$ cat src/rtl/conv_pkg.sv
// Shared types and constants for the convolution sequencer.
// Imported by conv_seq_ctrl and conv_addr_gen.
package conv_pkg;

  typedef enum logic [2:0] {
    S_IDLE,
    S_FLUSH,
    S_STREAM,
    S_DRAIN,
    S_NEXT,
    S_DONE
  } state_t;

  localparam int CONV_IN_W  = 16;
  localparam int CONV_OUT_W = 32;

  function automatic int cw(input int n);
    return (n > 1) ? $clog2(n) : 1;
  endfunction

endpackage

$ cat src/rtl/conv_addr_gen.sv
// Pixel/result counters and result buffer address generation.
// Per-kernel base advances by M*M so no multiplier is needed.
module conv_addr_gen
  import conv_pkg::*;
#(
  parameter int M      = 28,
  parameter int IMG_AW = 10,
  parameter int RES_AW = 12,
  parameter int CW     = 10
) (
  input  logic              clk,
  input  logic              reset,
  input  logic              job_clr,
  input  logic              pass_clr,
  input  logic              rd_inc,
  input  logic              res_inc,
  input  logic              base_inc,
  output logic [IMG_AW-1:0] rd_cnt,
  output logic [CW-1:0]     res_cnt,
  output logic [RES_AW-1:0] res_wr_addr
);

  localparam int NPIX = M * M;

  logic [RES_AW-1:0] base;
  logic              res_full;

  assign res_full = (res_cnt == CW'(NPIX));

  always_ff @(posedge clk) begin
    if (reset) begin
      base        <= '0;
      rd_cnt      <= '0;
      res_cnt     <= '0;
      res_wr_addr <= '0;
    end else begin
      if (job_clr)
        base <= '0;
      else if (base_inc)
        base <= base + RES_AW'(NPIX);
      if (pass_clr) begin
        rd_cnt  <= '0;
        res_cnt <= '0;
      end else begin
        if (rd_inc)
          rd_cnt <= rd_cnt + IMG_AW'(1);
        if (res_inc && !res_full) begin
          res_wr_addr <= base + RES_AW'(res_cnt);
          res_cnt     <= res_cnt + CW'(1);
        end
      end
    end
  end

endmodule

$ cat src/rtl/conv_seq_ctrl.sv
// Sequencer: streams the image through the conv engine once per
// kernel, flushing between passes and collecting M*M results each.
module conv_seq_ctrl
  import conv_pkg::*;
#(
  parameter  int M           = 28,
  parameter  int NUM_KERNELS = 4,
  parameter  int FLUSH_CYC   = 2,
  parameter  int DRAIN_MAX   = 128,
  parameter  int IMG_AW      = $clog2(M * M),
  parameter  int RES_AW      = $clog2(NUM_KERNELS * M * M),
  localparam int KW          = cw(NUM_KERNELS)
) (
  input  logic                  clk,
  input  logic                  reset,
  input  logic                  start,
  output logic                  busy,
  output logic                  done,
  output logic                  error,
  output logic                  img_rd_en,
  output logic [IMG_AW-1:0]     img_rd_addr,
  input  logic [CONV_IN_W-1:0]  img_rd_data,
  output logic [KW-1:0]         kernel_idx,
  output logic                  conv_rst,
  output logic [CONV_IN_W-1:0]  conv_pxl,
  output logic                  conv_valid,
  input  logic [CONV_OUT_W-1:0] conv_result,
  input  logic                  conv_result_valid,
  output logic                  res_wr_en,
  output logic [RES_AW-1:0]     res_wr_addr,
  output logic [CONV_OUT_W-1:0] res_wr_data
);

  localparam int NPIX = M * M;
  localparam int CW   = $clog2(NPIX + 1);
  localparam int FW   = cw(FLUSH_CYC);
  localparam int DW   = cw(DRAIN_MAX);

  state_t state, nxt;

  logic [IMG_AW-1:0] rd_cnt;
  logic [CW-1:0]     res_cnt;
  logic [FW-1:0]     fcnt;
  logic [DW-1:0]     dcnt;
  logic              last_k;
  logic              res_full;
  logic              res_acc;
  logic              timeout;
  logic              pxl_sel;
  logic              vld_q;

  assign last_k   = (kernel_idx == KW'(NUM_KERNELS - 1));
  assign res_full = (res_cnt == CW'(NPIX));
  assign timeout  = (dcnt == DW'(DRAIN_MAX - 1));
  assign res_acc  = ((state == S_STREAM) || (state == S_DRAIN))
                    && conv_result_valid && !res_full;

  always_ff @(posedge clk) begin
    if (reset)
      state <= S_IDLE;
    else
      state <= nxt;
  end

  always_comb begin
    nxt = state;
    case (state)
      S_IDLE:   if (start) nxt = S_FLUSH;
      S_FLUSH:  if (fcnt == FW'(FLUSH_CYC - 1)) nxt = S_STREAM;
      S_STREAM: if (rd_cnt == IMG_AW'(NPIX - 1)) nxt = S_DRAIN;
      S_DRAIN:  if (res_full || timeout) nxt = S_NEXT;
      S_NEXT:   nxt = last_k ? S_DONE : S_FLUSH;
      S_DONE:   nxt = S_IDLE;
      default:  nxt = S_IDLE;
    endcase
  end

  always_ff @(posedge clk) begin
    if (reset) begin
      fcnt        <= '0;
      dcnt        <= '0;
      kernel_idx  <= '0;
      error       <= 1'b0;
      pxl_sel     <= 1'b0;
      vld_q       <= 1'b0;
      res_wr_en   <= 1'b0;
      res_wr_data <= '0;
    end else begin
      fcnt <= (state == S_FLUSH) ? fcnt + FW'(1) : '0;
      dcnt <= (state == S_DRAIN) ? dcnt + DW'(1) : '0;
      if (state == S_IDLE && start) begin
        kernel_idx <= '0;
        error      <= 1'b0;
      end
      if (state == S_NEXT && !last_k)
        kernel_idx <= kernel_idx + KW'(1);
      if (state == S_DRAIN && timeout && !res_full)
        error <= 1'b1;
      // Valid stays up through DRAIN so the engine keeps shifting zeros
      pxl_sel   <= (state == S_STREAM);
      vld_q     <= (state == S_STREAM)
                   || (state == S_DRAIN && nxt == S_DRAIN);
      res_wr_en <= res_acc;
      if (res_acc)
        res_wr_data <= conv_result;
    end
  end

  conv_addr_gen #(
    .M      (M),
    .IMG_AW (IMG_AW),
    .RES_AW (RES_AW),
    .CW     (CW)
  ) u_addr (
    .clk         (clk),
    .reset       (reset),
    .job_clr     (state == S_IDLE && start),
    .pass_clr    (state == S_FLUSH),
    .rd_inc      (state == S_STREAM),
    .res_inc     (res_acc),
    .base_inc    (state == S_NEXT && !last_k),
    .rd_cnt      (rd_cnt),
    .res_cnt     (res_cnt),
    .res_wr_addr (res_wr_addr)
  );

  assign busy        = (state != S_IDLE) && (state != S_DONE);
  assign done        = (state == S_DONE);
  assign conv_rst    = reset || (state == S_FLUSH);
  assign img_rd_en   = (state == S_STREAM);
  assign img_rd_addr = rd_cnt;
  assign conv_valid  = vld_q;
  assign conv_pxl    = pxl_sel ? img_rd_data : '0;

endmodule

$ cat config.mk
export PLATFORM = sky130hd
export DESIGN_NAME = conv_seq_ctrl
export DESIGN_NICKNAME = d
export VERILOG_FILES = /design/src/rtl/conv_pkg.sv /design/src/rtl/conv_addr_gen.sv /design/src/rtl/conv_seq_ctrl.sv
export SDC_FILE = /design/constraint.sdc
export NUM_CORES = 1
export LEC_CHECK = 0
export ABC_AREA = 1
export CORE_MARGIN = 1.5
export CORE_UTILIZATION = 25
export DETAILED_ROUTE_END_ITERATION = 8
export DONT_BUFFER_PORTS = 1
export SYNTH_ARGS = -nofsm -noshare
export SYNTH_HDL_FRONTEND = slang
export SYNTH_SLANG_ARGS = --single-unit
$ cat constraint.sdc
create_clock -name clk -period 3.9 [get_ports clk]
set_clock_uncertainty 0.2 [all_clocks]
set_input_delay 0.39 -clock clk [delete_from_list [all_inputs] [get_ports clk]]
set_output_delay 0.39 -clock clk [all_outputs]
set_load 0.1 [all_outputs]
==> flow_metrics.env, run 1 <==
export IMPL_status="finished clean"
export IMPL_postCtsSetupBuffers=0
export IMPL_cts_root_buf="clkbuf_16"
export IMPL_cts_buffer_depth=2
export IMPL_nFillCells=1907
export IMPL_core_area_um2=17300
export IMPL_clk_insertion_delay_late_ns=0.35
export IMPL_grt_pass1_vias=3410
export IMPL_cts_tree="done"
export IMPL_min_path_type="input pin to register"
export IMPL_timing_final_crit_period_ns=2.74
export IMPL_worstHoldStart="conv_result[20]"
export IMPL_dpl_cell_area_um2=4620
export IMPL_grt_max_degree=55
export IMPL_setup_violations=0
export IMPL_fin_crit_sh=0.703
export IMPL_antenna_found_initial=0
export IMPL_rrSetupSlack_ns=1.77
export IMPL_drtIter0Drc=204
export IMPL_synth_distinct_cells=37
export IMPL_die_area_um2=18500
export IMPL_num_vias=3693
export IMPL_startpoint_type="register"
export IMPL_num_rows=48
export IMPL_ios=131
export IMPL_final_common_cell="nand2_1"
export IMPL_final_cells=869
export IMPL_crit_slowest_cell="nor2_2"
export IMPL_num_antenna_cells=0
export IMPL_hold_viol=0
export IMPL_cp_required_ns=3.31
export IMPL_placed_cells=848
export IMPL_grt_usage=0.116
export IMPL_cts_repair_resized=0
export IMPL_slew_headroom=0.273
export IMPL_ir_worst_vdd_uv=208
export IMPL_drc_errors=0
export IMPL_drv_slew=0
export IMPL_dr_pass1_iters=5
export IMPL_synthCells=634
export IMPL_maxCapViolCount=0
export IMPL_cts_hold_buffers_added=5
export IMPL_portBuffers=0
export IMPL_crit_path_frequent_cell="nor2_2"
export IMPL_max_stage_delay_ns=0.85
export IMPL_cts_buffers=9
export IMPL_drive_above_1_share=0.102
export IMPL_powerDensity_nw_per_um2=406
export IMPL_die_w_um=136
export IMPL_start_util=0.256
export IMPL_grt_pass1_wl_mm=16.8
export IMPL_synth_area_per_cell_um2=6.99
export IMPL_end_kind="output pin"
export IMPL_crit_start="state[1]"
export IMPL_synth_net_count=699
export IMPL_r2r_end="u_addr.res_wr_addr[3]"
export IMPL_die_height_um=136
export IMPL_hpwlAfterDp_mm=7.50
export IMPL_finalInstanceArea_um2=4960
export IMPL_r2r_start="u_addr.res_cnt[0]"
export IMPL_rsz0062_at_grt="no"
export IMPL_gp_congestion=0.767
export IMPL_nNetsFinal=704
export IMPL_yosysSeqAreaShare=0.402
export IMPL_cts_sinks=89
export IMPL_netlist_area_um2=4430
export IMPL_clk_pin_slew_ns=0.07
export IMPL_seqPwrFrac=0.502
export IMPL_wl_per_cell_um=12.3
export IMPL_pwr_share_clk=0.439
export IMPL_worst_r2r_cell_count=8
export IMPL_combPwrFrac=0.059
export IMPL_drtAntennaViolNets=0
export IMPL_viasPerCell=4.25
export IMPL_internal_power_w=0.00145
export IMPL_cp_arrival_ns=2.15
export IMPL_timing_setup_tns_ns=0
export IMPL_final_cell_mix="nand2_1 (137), nor2_1 (121), dfxtp_1 (89)"
export IMPL_drt_total_wl_mm=10.7
export IMPL_syn_to_final_growth_pct=11.9
export IMPL_crit_type="register to output pin"
export IMPL_tightest_slew_ns=1.09
export IMPL_ys_warn_count=0
export IMPL_holdPathStages=2
export IMPL_crit_path_cell_trace="inv_1, nand2_1, nor2_2, buf_4, nor2_2"
export IMPL_clock_fmax_mhz=365
export IMPL_ys_ff_latch=89
export IMPL_leakage_nw=2.07
export IMPL_grt_overflow=0
export IMPL_swShare=0.281
export IMPL_switchingPower_w=0.000567
export IMPL_path_max_fanout=5
export IMPL_min_to="res_wr_data[20]"
export IMPL_htree_levels=3
## layer usage
metal / GRT usage / wire length, um
met2: 0.179 / 4510
met1: 0.147 / 5180
met4: 0.0514 / 190
met3: 0.0369 / 772
met5: 0 / 0
## synth_stat cells
library cell  count  share of area
a21oi_1          30          0.034
a21oi_2           8          0.016
a31oi_1           1         0.0014
buf_12            1         0.0045
buf_2             1         0.0011
buf_6            11          0.028
clkbuf_1          7         0.0059
clkbuf_2          1         0.0011
clkinv_1          1        0.00085
clkinv_2          1         0.0011
dfxtp_1          89           0.40
fa_1              1         0.0045
ha_1             12          0.034
inv_1            78          0.066
inv_2             6         0.0051
nand2_1         137           0.12
nand2_2           8          0.011
nand2_4           1         0.0025
nand3_1          30          0.034
nand3_2           4         0.0090
nand3_4           1         0.0040
nand3b_1          3         0.0051
nand4_1           9          0.013
nor2_1          123           0.10
nor2_2            3         0.0042
nor2_4            4          0.010
nor2_8            1         0.0045
nor3_1            3         0.0034
nor3_2            1         0.0023
nor3b_1           1         0.0017
o21ai_0          44          0.050
o21ai_1           4         0.0045
o21bai_1          1         0.0017
o31ai_1           1         0.0017
or2_0             1         0.0014
or2_2             1         0.0014
xor2_1            5         0.0099
## final cells by class
cell class,count,area [um^2],share of cell area
Clock buffer,10,229,0.0461
Clock inverter,6,68.8,0.0139
Inverter,86,324,0.0653
Multi-Input combinational cell,438,2150,0.434
Sequential cell,89,1780,0.359
Tap cell,225,282,0.0567
Timing Repair Buffer,15,125,0.0252
## power groups by stage
stage	clock network, W	registers, W	logic (W)
final	0.000885	0.00101	0.000118
after global routing	0.000955	0.00101	0.000132
after CTS	0.000924	0.00101	0.000120
after detailed placement	0	0.00103	0.000114
after global placement	0	0.00103	0.000113
after floorplan	0	0.00103	0.000100
## worst max-delay path, delay by kind of cell (launching register included)
family                 cells  cell delay [ns]
buffers and inverters      2             0.35
DFF                        1             0.43
and+or+nand+nor            3             1.02
## through the flow
step	power [W]	util	hold slack (ns)	worst slack, ns
after floorplan	0.00113	-	0.218	0.528
after global placement	0.00115	0.267	0.232	1.59
after detailed placement	0.00115	0.267	0.239	1.54
after CTS	0.00206	0.287	0.000827	1.15
after global routing	0.00210	0.287	0.0114	1.07
final	0.00202	0.287	0.0154	1.16
## cells by family after synthesis
family	Yosys count	share of synthesized area
AND/OR/NAND/NOR	331	0.328
buffers and inverters	107	0.114
AO/OA/AOI/OAI	89	0.109
flip-flops	89	0.402
adder cells (fa/ha/maj)	13	0.0384
XOR/XNOR	5	0.00988
## flip-flops by register name, indices dropped and copies added (netlist names)
| register | flops |
|---|---|
| state | 3 |
| pxl_sel | 1 |
| u_addr.base | 8 |
| res_wr_en | 1 |
| dcnt | 7 |
| error | 1 |
| u_addr.res_wr_addr | 12 |
| fcnt | 1 |
| u_addr.res_cnt | 10 |
| conv_valid | 1 |
| res_wr_data | 32 |
| u_addr.rd_cnt | 10 |
| kernel_idx | 2 |
## worst max-delay path by stage
stage / to / slack (ns) / cells past startpoint
after global placement: busy / 1.59 / 5
after CTS: busy / 1.15 / 5
final: busy / 1.16 / 5
after floorplan: busy / 0.53 / 3
after global routing: busy / 1.07 / 5
after detailed placement: busy / 1.54 / 5
No activity file was read; power rests on OpenSTA's default activity.
==> run 2, diff against run 1 <==
ABC_AREA = 0   (was 1)
clock period = 2.21 ns   (was 3.9 ns; I/O delays follow)
==> flow_metrics.env, run 2 <==
export IMPL_status="finished clean"
export IMPL_cp_required_ns=2.24
export IMPL_nFillCells=1503
export IMPL_maxCapViolCount=0
export IMPL_cts_buffer_depth=2
export IMPL_synth_net_count=525
export IMPL_portBuffers=0
export IMPL_ios=131
export IMPL_rsz0062_at_grt="no"
export IMPL_clock_fmax_mhz=475
export IMPL_largest_registers="res_wr_data x32, u_addr.res_wr_addr x12"
export IMPL_rrSetupSlack_ns=0.10
export IMPL_min_path_type="input pin to register"
export IMPL_ir_worst_vdd_uv=418
export IMPL_clk_insertion_delay_late_ns=0.34
export IMPL_timing_final_ws_setup_ns=0.103
export IMPL_placed_cells=712
export IMPL_synth_edff_count=0
export IMPL_fin_crit_sh=0.953
export IMPL_antenna_found_initial=0
export IMPL_final_cells=761
export IMPL_synth_top_area_frac=0.457
export IMPL_dr_pass1_iters=4
export IMPL_grt_overflow=0
export IMPL_cts_tree="done"
export IMPL_hpwlAfterDp_mm=7.13
export IMPL_drtAntennaViolNets=0
export IMPL_start_util=0.256
export IMPL_largest_reg_flops=32
export IMPL_synthCells=460
export IMPL_leakage_nw=2.14
export IMPL_synthTopCellsByArea="dfxtp_1 (46%), nand2_1 (9.0%), a21oi_1 (6.4%)"
export IMPL_seqCellArea_um2=1790
export IMPL_postCtsSetupBuffers=0
export IMPL_synth_distinct_cells=48
export IMPL_wl_per_cell_um=13.2
export IMPL_die_w_um=128
export IMPL_crit_type="register to register"
export IMPL_cts_buffers=9
export IMPL_crit_family="compound AO/OA/AOI/OAI gates"
export IMPL_synthFlopType="dfxtp_1"
export IMPL_tightest_slew_ns=0.517
export IMPL_synth_area_per_cell_um2=8.47
export IMPL_multi_input_area_um2=1950
export IMPL_startpoint_type="register"
export IMPL_drt_total_wl_mm=10.1
export IMPL_end_kind="register"
export IMPL_grt_usage=0.120
export IMPL_syn_to_final_growth_pct=38.0
export IMPL_drive_above_1_share=0.209
export IMPL_num_antenna_cells=0
export IMPL_die_area_um2=16300
export IMPL_grt_pass1_vias=3343
export IMPL_crit_path_cell_trace="inv_1, fa_1, nand2b_1, a21oi_2, o22ai_1, xnor2_1, a22o_1"
export IMPL_cts_root_buf="clkbuf_16"
export IMPL_ys_ff_latch=89
export IMPL_num_vias=3513
export IMPL_path_max_fanout=6
export IMPL_final_cell_mix="nand2_1 (93), buf_4 (87), dfxtp_1 (86)"
export IMPL_place_ws_ns=0.0920
export IMPL_final_common_cell="nand2_1"
export IMPL_powerDensity_nw_per_um2=806
export IMPL_drc_errors=0
export IMPL_slew_headroom=0.650
export IMPL_max_stage_delay_ns=0.46
export IMPL_regMostFlops="res_wr_data"
export IMPL_drv_slew=0
export IMPL_nNetsFinal=633
export IMPL_cp_arrival_ns=2.14
export IMPL_gp_congestion=0.847
export IMPL_yosysSeqAreaShare=0.457
export IMPL_grt_max_degree=53
export IMPL_netlist_area_um2=3890
export IMPL_htree_levels=3
export IMPL_timing_final_crit_period_ns=2.11
export IMPL_crit_slowest_cell="fa_1"
export IMPL_setup_violations=0
export IMPL_worst_path_buf_inv=1
export IMPL_cts_sinks=89
export IMPL_hold_viol=0
export IMPL_ys_top_cells_by_count="nand2_1 (93), dfxtp_1 (89), a21oi_1 (50)"
export IMPL_clk_pin_slew_ns=0.07
export IMPL_drtIter0Drc=138
export IMPL_yosysMostFrequentCell="nand2_1"
export IMPL_synth_top_area_cell="dfxtp_1"
export IMPL_core_area_um2=15200
export IMPL_die_height_um=128
export IMPL_ys_async_sr_fraction=0
export IMPL_viasPerCell=4.62
export IMPL_num_rows=45
export IMPL_grt_pass1_wl_mm=15.6
export IMPL_ys_warn_count=0
## run 2: cell count changes in the layout (fill, tap and decap cells not counted), moves of 8 or more
cell / delta
a21oi_1: +19
and2_1: +16
buf_4: +77
dlygate4sd3_1: +27
inv_1: -68
nand2_1: -44
nand2_2: -8
nand2b_1: +8
nand3_1: -21
nor2_1: -77
o21ai_0: -34
xnor2_1: +8
xor2_1: +17
## run 2: path summary, 6_finish.rpt
| path | startpoint | end | cells past startpoint |
|---|---|---|---|
| worst max-delay path | u_addr.res_cnt[5] | u_addr.res_wr_addr[10] | 7 |
| worst min-delay path | reset | pxl_sel | 2 |
| worst max register to register | u_addr.res_cnt[5] | u_addr.res_wr_addr[10] | 7 |
| worst min register to register | fcnt | fcnt | 1 |
## run 2: final cells by class
cell class / count / area share
Timing Repair Buffer: 122 / 0.192
Clock inverter: 6 / 0.0179
Sequential cell: 89 / 0.332
Inverter: 10 / 0.00698
Multi-Input combinational cell: 336 / 0.363
Tap cell: 188 / 0.0438
Clock buffer: 10 / 0.0444
## run 2: worst reg2reg max path: cells and delay by family, from the launching register on
family,cells,cell delay [ns]
xor gates and xnor gates,1,0.14
AOI/OAI and AO/OA,3,0.47
adders and majority gates,1,0.46
buffers and inverters,1,0.12
DFF,1,0.43
and+or+nand+nor,1,0.19
## run 2: metal layers
layer / vias up / wire [um] / global-route usage
met4: 0 / 274 / 0.0595
met1: 1649 / 4030 / 0.129
met3: 20 / 536 / 0.0330
li1: 1753 / - / -
met5: - / 0 / 0
met2: 91 / 5240 / 0.216
## run 2: power by group
| group | switching (W) | total, W | internal [W] |
|---|---|---|---|
| registers | 0.0000637 | 0.00172 | 0.00166 |
| logic | 0.000672 | 0.000906 | 0.000234 |
| clock network | 0.000668 | 0.00171 | 0.00104 |
## run 2: through the flow
stage                     hold slack [ns]  power (W)   util  TNS, ns  instance area (um^2)
after global routing               0.0157    0.00450  0.354        0                  5380
after global placement              0.101    0.00259  0.308        0                  4690
final                             0.00379    0.00434  0.354        0                  5380
after floorplan                     0.157    0.00245      -   -0.430                  3910
after detailed placement           0.0995    0.00260  0.308        0                  4690
after CTS                         0.00184    0.00439  0.353        0                  5360
## run 2: what timing repair did
| item | CTS | global route |
|---|---|---|
| setup endpoints to repair | 0 | 8 |
| endpoints found under the hold margin | 60 | 0 |
| hold buffers | 33 | 0 |
| resized for setup | 0 | 3 |
## run 2: kinds of logic (layout without fill, tap and decap cells)
kind of cell,Yosys count,count (layout),share of synthesized area
simple gates,209,209,0.254
flops,89,89,0.457
buf+inv,35,148,0.0456
xor+xnor,30,30,0.0675
compound gates,81,81,0.124
fa+ha+maj,13,13,0.0437
mux,3,3,0.00771
